--- config.mk ---
export PLATFORM = sky130hd
export DESIGN_NAME = glitch_test_sequencer
export DESIGN_NICKNAME = d
export VERILOG_FILES = /design/src/rtl/glitch_pkg.sv /design/src/rtl/gts_vec_gen.sv /design/src/rtl/glitch_test_sequencer.sv
export SDC_FILE = /design/constraint.sdc
export NUM_CORES = 1
export LEC_CHECK = 0
export ABC_AREA = 1
export BUFFER_PORTS_ARGS = -buffer_cell sky130_fd_sc_hd__buf_2
export CAP_MARGIN = 5
export CORE_ASPECT_RATIO = 1.25
export CORE_MARGIN = 5
export CORE_UTILIZATION = 52
export CTS_CLUSTER_SIZE = 40
export DETAILED_ROUTE_END_ITERATION = 10
export GPL_ROUTABILITY_DRIVEN = 0
export GPL_TIMING_DRIVEN = 1
export PLACE_DENSITY = 0.82
export SYNTH_ARGS = -nofsm -noshare
export SYNTH_HDL_FRONTEND = slang
export SYNTH_SLANG_ARGS = --single-unit
--- constraint.sdc ---
create_clock -name glitched_clk -period 2.3 [get_ports glitched_clk]
set_clock_uncertainty 0.1 [all_clocks]
set_input_delay 0.23 -clock glitched_clk [delete_from_list [all_inputs] [get_ports glitched_clk]]
set_output_delay 0.23 -clock glitched_clk [all_outputs]
set_load 0.1 [all_outputs]
--- src/rtl/glitch_pkg.sv ---
// Shared types and constants for the glitch-target test sequencer.
package glitch_pkg;

    typedef enum logic [2:0] {
        GTS_IDLE,
        GTS_ISSUE,
        GTS_WAIT,
        GTS_CHECK,
        GTS_NEXT,
        GTS_DONE
    } gts_state_t;

    localparam logic [7:0]  GTS_XOR_KEY = 8'hA5;
    localparam int unsigned GTS_DATA_W  = 8;
    localparam int unsigned GTS_NUM_VEC = 16;
    localparam int unsigned GTS_TIMEOUT = 15;
    localparam int unsigned GTS_IDX_W   = 8;

    // Increment that sticks at all-ones.
    function automatic logic [7:0] gts_sat_inc(input logic [7:0] v);
        return (v == 8'hFF) ? v : v + 8'd1;
    endfunction

endpackage

--- src/rtl/gts_vec_gen.sv ---
// Deterministic operand pair and expected sum for a vector index.
module gts_vec_gen
    import glitch_pkg::*;
#(
    parameter int unsigned DATA_W = GTS_DATA_W
) (
    input  logic [GTS_IDX_W-1:0] idx,
    output logic [DATA_W-1:0]    op_a_c,
    output logic [DATA_W-1:0]    op_b_c,
    output logic [DATA_W-1:0]    sum_c
);

    always_comb begin
        op_a_c = DATA_W'(idx);
        op_b_c = DATA_W'(idx ^ GTS_XOR_KEY);
        sum_c  = op_a_c + op_b_c;
    end

endmodule

--- src/rtl/glitch_test_sequencer.sv ---
// Issues one vector at a time to the glitch-target adder, checks each result
// and keeps fault/timeout/spurious-valid statistics for the run.
module glitch_test_sequencer
    import glitch_pkg::*;
#(
    parameter int unsigned DATA_W  = GTS_DATA_W,
    parameter int unsigned NUM_VEC = GTS_NUM_VEC,
    parameter int unsigned TIMEOUT = GTS_TIMEOUT
) (
    input  logic              glitched_clk,
    input  logic              rst,
    input  logic              start,
    output logic [DATA_W-1:0] op_a,
    output logic [DATA_W-1:0] op_b,
    output logic              DV_1,
    input  logic [DATA_W-1:0] finout,
    input  logic              DV_3,
    output logic              busy,
    output logic              done,
    output logic              fault_valid,
    output logic [7:0]        fault_idx,
    output logic [DATA_W-1:0] fault_data,
    output logic [7:0]        fault_cnt,
    output logic              spurious,
    output logic              timeout_err
);

    localparam int unsigned            WAIT_W     = $clog2(TIMEOUT + 1);
    localparam logic [GTS_IDX_W-1:0]   LAST_IDX   = GTS_IDX_W'(NUM_VEC - 1);
    localparam logic [WAIT_W-1:0]      WAIT_LIMIT = WAIT_W'(TIMEOUT);

    gts_state_t             state, state_d;
    logic [GTS_IDX_W-1:0]   idx, idx_d, gen_idx;
    logic [WAIT_W-1:0]      wait_cnt, wait_d, wait_inc;
    logic [DATA_W-1:0]      expected, exp_d, captured, cap_d;
    logic [DATA_W-1:0]      gen_a, gen_b, gen_sum;
    logic [DATA_W-1:0]      op_a_d, op_b_d, fdata_d;
    logic [7:0]             fidx_d, fcnt_d;
    logic                   dv_1_d, busy_d, done_d, fv_d, spur_d, to_d;

    // Index of the vector about to be issued (entry to ISSUE from IDLE or NEXT).
    assign gen_idx  = (state == GTS_IDLE) ? '0 : idx + GTS_IDX_W'(1);
    assign wait_inc = wait_cnt + WAIT_W'(1);

    gts_vec_gen #(.DATA_W(DATA_W)) u_vec_gen (
        .idx    (gen_idx),
        .op_a_c (gen_a),
        .op_b_c (gen_b),
        .sum_c  (gen_sum)
    );

    always_ff @(posedge glitched_clk) begin
        if (!rst) begin
            state       <= GTS_IDLE;
            idx         <= '0;
            wait_cnt    <= '0;
            expected    <= '0;
            captured    <= '0;
            op_a        <= '0;
            op_b        <= '0;
            DV_1        <= 1'b0;
            busy        <= 1'b0;
            done        <= 1'b0;
            fault_valid <= 1'b0;
            fault_idx   <= '0;
            fault_data  <= '0;
            fault_cnt   <= '0;
            spurious    <= 1'b0;
            timeout_err <= 1'b0;
        end else begin
            state       <= state_d;
            idx         <= idx_d;
            wait_cnt    <= wait_d;
            expected    <= exp_d;
            captured    <= cap_d;
            op_a        <= op_a_d;
            op_b        <= op_b_d;
            DV_1        <= dv_1_d;
            busy        <= busy_d;
            done        <= done_d;
            fault_valid <= fv_d;
            fault_idx   <= fidx_d;
            fault_data  <= fdata_d;
            fault_cnt   <= fcnt_d;
            spurious    <= spur_d;
            timeout_err <= to_d;
        end
    end

    // Next-state and next-output logic; outputs are the registered *_d values.
    always_comb begin
        state_d = state;
        idx_d   = idx;
        wait_d  = wait_cnt;
        exp_d   = expected;
        cap_d   = captured;
        op_a_d  = op_a;
        op_b_d  = op_b;
        dv_1_d  = 1'b0;
        done_d  = 1'b0;
        fv_d    = 1'b0;
        fidx_d  = fault_idx;
        fdata_d = fault_data;
        fcnt_d  = fault_cnt;
        spur_d  = spurious;
        to_d    = timeout_err;

        case (state)
            GTS_IDLE: begin
                if (start) begin
                    fcnt_d  = '0;
                    fidx_d  = '0;
                    fdata_d = '0;
                    spur_d  = 1'b0;
                    to_d    = 1'b0;
                    idx_d   = '0;
                    dv_1_d  = 1'b1;
                    op_a_d  = gen_a;
                    op_b_d  = gen_b;
                    exp_d   = gen_sum;
                    state_d = GTS_ISSUE;
                end
            end
            GTS_ISSUE: begin
                wait_d  = '0;
                state_d = GTS_WAIT;
            end
            GTS_WAIT: begin
                // An arrival on the last wait cycle beats the timeout.
                if (DV_3) begin
                    cap_d   = finout;
                    state_d = GTS_CHECK;
                end else begin
                    wait_d = wait_inc;
                    if (wait_inc == WAIT_LIMIT) begin
                        fv_d    = 1'b1;
                        fidx_d  = 8'(idx);
                        fdata_d = '0;
                        fcnt_d  = gts_sat_inc(fault_cnt);
                        to_d    = 1'b1;
                        state_d = GTS_NEXT;
                    end
                end
            end
            GTS_CHECK: begin
                if (captured != expected) begin
                    fv_d    = 1'b1;
                    fidx_d  = 8'(idx);
                    fdata_d = captured;
                    fcnt_d  = gts_sat_inc(fault_cnt);
                end
                state_d = GTS_NEXT;
            end
            GTS_NEXT: begin
                if (idx == LAST_IDX) begin
                    done_d  = 1'b1;
                    state_d = GTS_DONE;
                end else begin
                    idx_d   = gen_idx;
                    dv_1_d  = 1'b1;
                    op_a_d  = gen_a;
                    op_b_d  = gen_b;
                    exp_d   = gen_sum;
                    state_d = GTS_ISSUE;
                end
            end
            GTS_DONE: begin
                state_d = GTS_IDLE;
            end
            default: begin
                state_d = GTS_IDLE;
            end
        endcase

        if (DV_3 && (state != GTS_WAIT)) begin
            spur_d = 1'b1;
        end

        busy_d = (state_d != GTS_IDLE);
    end

endmodule

# --- Word-level counts from Yosys, hierarchy flattened ---
# Index checks and enable logic that the tools add are counted.
classes:
  add_sub_neg: 4
  n_mul: 0
  div_mod_pow: 0
  order_cmp: 0
  eq_ne: 14
  n_shift: 0
  n_mux: 46
  bitwise: 1
  reduce_logical: 16
ops:
  columns: ["cell", "count"]
  rows:
  - ["8-bit 2-to-1 mux", 18]
  - ["8-bit one-hot mux with 3 select lines", 3]
  - ["8-bit one-hot mux with 2 select lines", 4]
  - ["8-bit by 1-bit adder with 8-bit output, second input constant", 2]
  - ["3-bit one-hot mux with 5 select lines", 1]
  - ["3-bit 2-to-1 mux", 4]
  - ["1-bit 2-to-1 mux", 11]
  - ["2-bit != test, second input constant", 5]
  - ["2-bit nonzero test", 5]
  - ["8-bit adder", 1]
  - ["8-bit by 4-bit equality test with 1-bit output, second input constant", 1]
  - ["8-bit equality test, second input constant", 1]
  - ["8-bit != test", 1]
  - ["4-bit one-hot mux with 2 select lines", 1]
  - ["2-bit AND reduction", 4]
  - ["3-bit by 2-bit equality test with 1-bit output, second input constant", 2]
  - ["1-bit one-hot mux with 2 select lines", 3]
  - ["3-bit nonzero test", 2]
  - ["5-bit AND reduction", 1]
  - ["4-bit by 1-bit adder with 4-bit output, second input constant", 1]
  - ["4-bit equality test, second input constant", 1]
  - ["4-bit 2-to-1 mux", 1]
  - ["4-bit inverter", 1]
  - ["4-bit AND reduction", 1]
  - ["6 further kinds", 6]
totals:
  reg_bits: 77
  latchBits: 0
  ram_bits: 0
  mem_bits_ro: 0
  input_bits: 12
  out_inout_bits: 46
  word_cells: 97
  mem_count: 0

# --- Depth between registers and ports, before layout ---
# Gate-level depths: netlist of run 1.
depth:
  depth_word: 6
  depth_mapped: 11
  ltp_nobuf: 10

# --- Hierarchy ---
# A second synthesis of run 1 with hierarchy kept.
hier_totals:
  cells_unflattened: 443
  hier_area_um2: 3483.3
by_module_without_submodules:
  columns: ["mod", "instances", "cells_each", "area_per_inst_um2", "seq_area_each_um2"]
  rows:
  - ["glitch_test_sequencer", 1, 417, 3321.9, 1541.5]
  - ["gts_vec_gen", 1, 26, 161.4, 0.0]

# --- Worst setup path before layout of run 1 ---
# Ideal clock, no wire load.
synth_timing:
  path_kind: "reg2reg"
  from: "register fault_cnt[1]"
  to: "register fault_cnt[6]"
  setup_time_ns: 0.070
  arrival_ns: 2.187
  required_ns: 2.130
  path_slack_ns: -0.057
  stages_incl_launch_ff: 8
  n_path_buf: 0
  synth_period_minus_slack_ns: 2.357
  path_cell_list: "dfxtp_1 > ha_1 > nand2_1 > nor2_1 > nand4_4 > nand3_2 > nand2_1 > a21oi_1"
synth_between:
  elab_chain_cells: 5
  word_cells_on_any_way: 7
  cone_classes: "1 x add/sub; 1 x eq/ne; 5 x mux"
synth_rtl:
  columns: ["element", "line_no", "source"]
  rows:
  - ["start: declaration", "glitch_test_sequencer.sv:23", "output logic [7:0] fault_cnt,"]
  - ["start signal: assignment", "glitch_test_sequencer.sv:84", "fault_cnt <= fcnt_d;"]
  - ["8-bit by 1-bit adder with 8-bit output / 8-bit equality test (equally long branches)", "glitch_pkg.sv:21", "return (v == 8'hFF) ? v : v + 8'd1;"]
  - ["8-bit 2-to-1 mux (*)", "glitch_pkg.sv:21", null]
  - ["8-bit 2-to-1 mux", "glitch_test_sequencer.sv:135", "if (wait_inc == WAIT_LIMIT) begin"]
  - ["8-bit 2-to-1 mux", "glitch_test_sequencer.sv:130", "if (DV_3) begin"]
  - ["8-bit one-hot mux with 3 select lines (*)", "glitch_test_sequencer.sv:108", "case (state)"]
# Every way passes the cells marked *; elsewhere a longest branch is shown, timed or not. The select of a mux whose other input is x is not followed.
# A chain may end at the register's enable or synchronous reset.

# --- Final worst setup path of run 1 ---
layout_timing:
  from: "register wait_cnt[0]"
  to: "register fault_cnt[4]"
layout_between:
  elab_chain_cells: 4
layout_rtl:
  columns: ["element", "line_no", "source"]
  rows:
  - ["start: declaration", "glitch_test_sequencer.sv:34", "logic [WAIT_W-1:0] wait_cnt, wait_d, wait_inc;"]
  - ["start signal: assignment", "glitch_test_sequencer.sv:73", "wait_cnt <= wait_d;"]
  - ["4-bit by 1-bit adder with 4-bit output", "glitch_test_sequencer.sv:43", "assign wait_inc = wait_cnt + WAIT_W'(1);"]
  - ["4-bit equality test", "glitch_test_sequencer.sv:135", null]
  - ["2-bit != test (no line)", null, null]
  - ["5-bit AND reduction (no line)", null, null]
# No other way between the ends.

==> results of run 1 <==
[power by group]
part	internal, uW	total (uW)	switching [uW]
logic	124	577	452
registers	1250	1280	37.1
clock network	584	1020	434
total	1950	2880	923
[state kept, by name, indices dropped and copies added (netlist names)]
register and cells:
DV_1 1, wait_cnt 4, spurious 1, fault_data 8, captured 8, op_a 6, expected 6, fault_cnt 8
timeout_err 1, done 1, state 3, busy 1, fault_idx 8, idx 8, op_b 4, fault_valid 1
[path summary, 6_finish.rpt]
path,from,end,slack (ns)
max,wait_cnt[0],fault_cnt[4],0.38
max reg2reg,wait_cnt[0],fault_cnt[4],0.38
min,finout[7],captured[7],0.04
min reg2reg,op_a[0],op_a[0],0.36
[layer usage]
metal,wire (um),share of wire (%),global-route usage (%)
met1,2990,41,22.8
met2,3730,52,33.8
met3,399,5.5,4.00
met4,110,1.5,7.67
met5,0,0,0
[cells by family (layout without fill, tap and decap cells)]
group | Yosys count | after routing | share of synthesized area (%)
AND/OR/NAND/NOR | 190 | 190 | 29.2
AO/OA/AOI/OAI | 82 | 82 | 14.4
flip-flops | 69 | 69 | 43.9
buffers and inverters | 69 | 125 | 9.81
adder cells (fa/ha/maj) | 4 | 4 | 1.59
XOR/XNOR | 4 | 4 | 1.11
[through the flow]
stage | worst slack, ns | instances
2_1_floorplan | 0.135 | 418
3_3_place_gp | 0.492 | 540
3_5_place_dp | 0.446 | 540
4_1_cts | 0.403 | 556
5_1_grt | 0.174 | 556
6_report | 0.381 | 556
[tightest hold or removal path: cells and delay by family]
kind | cells | cell delay, ns
and+or+nand+nor | 1 | 0.05
buffers and inverters | 1 | 0.09
AOI/OAI and AO/OA | 1 | 0.05
[final cells by class]
| class | instances | area [um2] |
|---|---|---|
| clock buffers | 12 | 165 |
| inverters | 48 | 180 |
| multi-input cells | 280 | 1460 |
| well taps | 82 | 103 |
| flip-flops and latches | 69 | 1380 |
| clock inverters | 4 | 45.0 |
| fillers | 503 | 2210 |
| repair buffers | 61 | 315 |
[placed cells by master, fill, tap and decap left out, drive strengths merged]
cell type,netlist,layout
a21oi,56,56
a31oi,1,1
buf,12,61
bufinv,0,1
clkbuf,9,12
clkinv,2,5
dfxtp,69,69
ha,4,4
inv,46,46
nand2,110,110
nand3,26,26
nand3b,2,2
nand4,22,22
nor2,24,24
nor3,3,3
o211a,1,1
o211ai,1,1
o21ai,16,16
o21ba,1,1
o21bai,1,1
o31ai,5,5
or2,3,3
xnor2,2,2
xor2,2,2
==> summary.md, run 1 <==
| Metric | Value |
|---|---|
| Status | finished clean |
| Synth area leader | dfxtp_1 |
| Global-route wire length before repair | 12.1 mm |
| DIE WIDTH | 79.6 um |
| Period Utilization, post-route | 83.4% |
| Slowest-stage cell, CP | dfxtp_1 |
| Synth Register Bits | 69 |
| Number of cells produced by synthesis | 418 |
| Peak Freq | 521 MHz |
| Leakage | 0.00156 uW |
| Final ANT Viol Nets | 0 |
| Measured slew at the worst slew-check pin | 0.537 ns |
| Hold Fails Final Rpt | 0 |
| Design Area, Final | 0.00365 mm2 |
| Worst-path clk slew | 0.07 ns |
| Worst min-delay path class | in -> reg |
| Type of the worst setup path | reg -> reg |
| Nets | 485 |
| Register area share after synthesis | 43.9% |
| Total GRT Usage | 19.4% |
| Layout cells sized above 1 | 22.2% |
| Commonest cells post-synth | nand2_1, dfxtp_1, a21oi_1 |
| Post-DP Area | 0.00344 mm2 |
| Critical path arrival | 2.08 ns |
| DR iter-0 viols | 218 |
| Primary FF master, synth | dfxtp_1 |
| Min Tclk post-route | 1.92 ns |
| Worst Path Required | 2.46 ns |
| Root Driver | clkbuf_8 |
| Row cnt | 31 |
| Largest net degree at the start of global routing | 53 |
| Post-Syn Nets | 434 |
| Number of global-route vias before repair | 2,717 |
| Post-synth EDFFs | 0 |
| Top-count cell post-synth | nand2_1 |
| Initial core utilization | 53.8% |
| Drt total wl | 7.23 mm |
| Worst-path fanout max | 15 |
| Vias/cell | 5.15 |
| Reg2reg path depth | 10 |
| Post-CTS Resized | 0 |
| Cell Area, Synth | 0.00315 mm2 |
| Per-cell routed wire length | 13.0 um |
| Hold path depth | 3 |
| Worst hold margin | 0.0372 ns |
| Final setup violation count | 0 |
| Cell family with most CP delay | simple AND/OR/NAND/NOR gates |
| Cell mode on critical path | nand2_1 |
| Dominant cells by area after synthesis | dfxtp_1, nand2_1, a21oi_1 |
| RSZ-0062 raised after global routing | false |
| DRT Pass-1 Iters | 4 |
| PortBufs | 57 |
| Die H | 97.0 um |
| Setup crit end kind | flip-flop |
| Cell Chain, Critical Path | ha_1, inv_1, nand2_1, nand2_1, nor2_1, nand2_1, a21oi_4, buf_4, nand4_1, a21oi_1 |
| Post-CTS Setup Bufs | 0 |
| CTS H-Tree Depth | 3 |
| CP Launch Type | flip-flop |
| Total grt overflow | 0 |
| Rel. slew slack | 64.2% |
| Max-Cap Viols | 0 |
| Largest stage delay on the critical path | 0.42 ns |
| Clock Tree Buf Depth | 2 |
| Total Power | 2880 uW |
| Antenna violations before repair | 0 |
| Post-synth cell types | 40 |
| Buf/Inv on CP | 2 |
| Layout area overhead | 15.9% |
| Num ports | 58 |
| Synth Warn # | 0 |
| Setup TNS | 0 ns |
| Ant diodes | 0 |
| Post-synth ARST share | 0% |
| Half-perimeter wire length after placement | 5.09 mm |
| Final Core Density | 62.3% |
| CP Depth | 10 |
| Via Count | 2,862 |
| Hold_buf cts | 0 |
| Power per cell area | 788 mW/mm2 |
| Final Slew Violations | 0 |
| CTS sink cnt | 69 |
| Syn_area_per_cell | 7.53 um2 |
| CTS tree | built |
| TritonCTS Buffers | 9 |
| Die area | 0.00772 mm2 |
| Core footprint | 0.00586 mm2 |
| Clock Latency Late Sink | 0.34 ns |
| DRC viols | 0 |
| Max VDD drop | 473 uV |
| Yosys top cell area share | 43.9% |
No activity file was read; power rests on OpenSTA's default activity.
==> run 2, diff against run 1 <==
--- a/config.mk
+++ b/config.mk
@@ -5,12 +5,12 @@
 export SDC_FILE = /design/constraint.sdc
 export NUM_CORES = 1
 export LEC_CHECK = 0
-export ABC_AREA = 1
+export ABC_AREA = 0
 export BUFFER_PORTS_ARGS = -buffer_cell sky130_fd_sc_hd__buf_2
 export CAP_MARGIN = 5
 export CORE_ASPECT_RATIO = 1.25
 export CORE_MARGIN = 5
-export CORE_UTILIZATION = 52
+export CORE_UTILIZATION = 50
 export CTS_CLUSTER_SIZE = 40
 export DETAILED_ROUTE_END_ITERATION = 10
 export GPL_ROUTABILITY_DRIVEN = 0
==> constraint.sdc (replaced) <==
create_clock -name glitched_clk -period 1.5 [get_ports glitched_clk]
set_clock_uncertainty 0.1 [all_clocks]
set_input_delay 0.15 -clock glitched_clk [delete_from_list [all_inputs] [get_ports glitched_clk]]
set_output_delay 0.15 -clock glitched_clk [all_outputs]
set_load 0.1 [all_outputs]
==> summary.md, run 2 <==
| Metric | Value |
|---|---|
| Status | finished with violations |
| Failing checks | setup timing |
| Register area share after synthesis | 42.3% (-1.5 points) |
| Synth Register Bits | 69 (unchanged) |
| Number of cells produced by synthesis | 356 (-15%) |
| CTS tree | built |
| Type of the worst setup path | reg -> reg |
| CTS H-Tree Depth | 3 (unchanged) |
| Primary FF master, synth | dfxtp_1 |
| GR Util met1 | 29.7% (+6.9 points) |
| Post-Syn Nets | 372 (-14%) |
| Vias/cell | 5.92 (+15%) |
| Critical path arrival | 2.14 ns (+0.06 ns) |
| Hold Fails Final Rpt | 0 (unchanged) |
| Yosys top cell area share | 42.3% (-1.5 points) |
| Clock Tree Buf Depth | 2 (unchanged) |
| Worst min-delay path class | in -> reg |
| Largest net degree at the start of global routing | 21 (-60%) |
| Critical R2R Launch | wait_cnt[0] |
| Cell Area, Synth | 0.00326 mm2 (+3.6%) |
| DP Cell Count | 546 (+1.1%) |
| Pre-CTS WS | -0.419 ns (-0.865 ns) |
| Synth Warn # | 0 (unchanged) |
| DR iter-0 viols | 305 (+40%) |
| Flip-flop and latch area | 0.00144 mm2 (+4.2%) |
| Commonest cells post-synth | dfxtp_1, nand2_1, mux2i_1 |
| Measured slew at the worst slew-check pin | 0.521 ns (-0.0157 ns) |
| Final WS setup | -0.490 ns (-0.871 ns) |
| Multi-input gate area | 0.00233 mm2 (+60%) |
| TritonCTS Buffers | 9 (unchanged) |
| Root Driver | clkbuf_8 |
| Setup crit end kind | flip-flop |
| Leading cell type in the layout, fill and taps excluded | buf_4 |
| Total grt overflow | 0 (unchanged) |
| CP Launch Type | flip-flop |
| Syn_area_per_cell | 9.16 um2 (+22%) |
| Num ports | 58 (unchanged) |
| Dominant cells by area after synthesis | dfxtp_1, mux2i_1, nand2_1 |
| Worst r2r dst | fault_data[2] |
| DRT Pass-1 Iters | 5 (+1) |
| Number of global-route vias before repair | 3,486 (+28%) |
| Busiest grt layer | met2 |
| Layout cells sized above 1 | 58.3% (+36 points) |
| Period Utilization, post-route | 133% (+49 points) |
| Post-synth EDFFs | 0 (unchanged) |
| Layout area overhead | 63.2% |
| Post-synth ARST share | 0% (unchanged) |
| Met3 Usage GRT | 7.63% (+3.6 points) |
| Post-Layout Cell Count | 593 (+6.7%) |
| Leakage | 0.00226 uW (+45%) |
| Antenna violations before repair | 0 (unchanged) |
| Final ANT Viol Nets | 0 (unchanged) |
| Half-perimeter wire length after placement | 6.31 mm (+24%) |
| Worst-path clk slew | 0.08 ns (about the same) |
| Worst Path Required | 1.65 ns (-0.81 ns) |
| Grt met2 use | 46.5% (+13 points) |
| Nets | 517 (+6.6%) |
| Max-Cap Viols | 0 (unchanged) |
| Initial core utilization | 50.6% (-3.1 points) |
| Final Slew Violations | 0 (unchanged) |
| Die area | 0.00825 mm2 (+6.8%) |
| Global-route wire length before repair | 17.2 mm (+42%) |
| Post-synth cell types | 63 (+57%) |
| Row cnt | 33 (+6.5%) |
| Worst hold margin | 0.0383 ns (+0.00114 ns) |
| DIE WIDTH | 82.2 um (+3.3%) |
| Total GRT Usage | 27.4% (+8.0 points) |
| RSZ-0062 raised after global routing | true |
| Fillers | 345 (-31%) |
| CTS sink cnt | 69 (unchanged) |
| Peak Freq | 502 MHz (-3.6%) |
| Ant diodes | 0 (unchanged) |
| Max VDD drop | 963 uV (+100%) |
| Clock Latency Late Sink | 0.37 ns (+0.03 ns) |
| DRC viols | 0 (unchanged) |
| Top-count cell post-synth | dfxtp_1 |
| Synth area leader | dfxtp_1 |
| Post-DP Area | 0.00426 mm2 (+24%) |
| Most frequent cells in the layout | buf_4, dfxtp_1, buf_2, nand2_1, buf_6 |
| Setup TNS | -18.12 ns (-18.12 ns) |
| Core footprint | 0.00644 mm2 (+10%) |
| Rel. slew slack | 65.5% (+1.3 points) |
| R2R Setup Slk | -0.49 ns (-0.87 ns) |
| Die H | 100 um (+3.4%) |
| Worst-path fanout max | 8 (-7) |
| End point of the critical path | fault_data[2] |
| Via Count | 3,512 (+23%) |
| Min Tclk post-route | 1.99 ns (+0.0710 ns) |
| Reg2reg path depth | 7 (-3) |
| Design Area, Final | 0.00532 mm2 (+46%) |
| Per-cell routed wire length | 21.6 um (+66%) |
| Power per cell area | 878 mW/mm2 (+11%) |
| Final setup violation count | 67 (+67) |
| Drt total wl | 12.8 mm (+77%) |
| PortBufs | 57 (unchanged) |
| Worst setup startpoint | wait_cnt[0] |
==> run 2: cell types whose count changed after synthesis, moves of 8 or more <==
| cell | change |
|---|---|
| nand2_1 | -53 |
| a21oi_1 | -41 |
| inv_1 | -38 |
| mux2i_1 | +21 |
| nor2b_1 | +19 |
| nand4_1 | -15 |
| a21boi_0 | +12 |
| nand3_1 | -12 |
| xnor2_1 | +8 |
==> run 2: cell families (layout without fill, tap and decap cells) <==
logic type	count (synthesis)	after routing	share of synthesized area (%)
buffers and inverters	29	177	4.91
muxes	21	21	6.44
and+or+nand+nor	151	153	25.4
AOI/OAI and AO/OA	69	69	15.9
xor gates and xnor gates	13	13	3.49
adders and majority gates	4	4	1.53
DFF	69	69	42.3
==> run 2: worst max-delay path, stage by stage (launching register included) <==
cell      delay, ns
dfxtp_4        0.37
buf_4          0.14
a21bo_2        0.21
o21bai_4       0.16
a221o_2        0.32
buf_6          0.14
nand3_4        0.12
a32o_1         0.31
==> run 2: timing repair <==
action,4_1_cts,5_1_grt
endpoints found under the setup margin,71,76
resized for setup,85,80
gates cloned,2,0
hold buffers,7,0
hold endpoints to repair,7,0
setup buffers,15,13
pin swaps,32,33
==> run 2: where the power goes <==
part	internal [uW]	switching, uW	leakage (uW)
sequential	1870	54.0	0.000575
clock	979	799	0.000112
combinational	392	582	0.00157
==> run 2: metal layers <==
layer  share of wire, %  routed length (um)
met5                  0                   0
met4                6.5                 833
met3                6.9                 885
met2                 51                6480
met1                 36                4610
==> run 2: cell type report <==
class                      instances  share of cell area, %
multi-input combinational        260                   43.8
clock buffer                      10                   2.59
inverter                           1                 0.0705
tap                               87                   2.05
sequential                        69                   27.1
timing repair buffer             160                   22.8
clock inverter                     6                   1.62
==> run 2: how the worst min path moves through the flow <==
stage	start	slack, ns	cells after the start	endpoint
after CTS	finout[1]	0.05	3	captured[1]
after detailed placement	finout[3]	0.34	3	captured[3]
after floorplan	finout[2]	0.22	2	captured[2]
after global routing	finout[1]	0.03	3	captured[1]
after global placement	finout[4]	0.31	3	captured[4]
final	finout[1]	0.04	3	captured[1]
==> run 2: metrics by stage <==
step           total power, uW  utilization, %
6_report                  4670            82.6
3_5_place_dp              2660            66.1
2_1_floorplan             2470               -
3_3_place_gp              2650            66.1
4_1_cts                   4450            76.8
5_1_grt                   4800            82.6
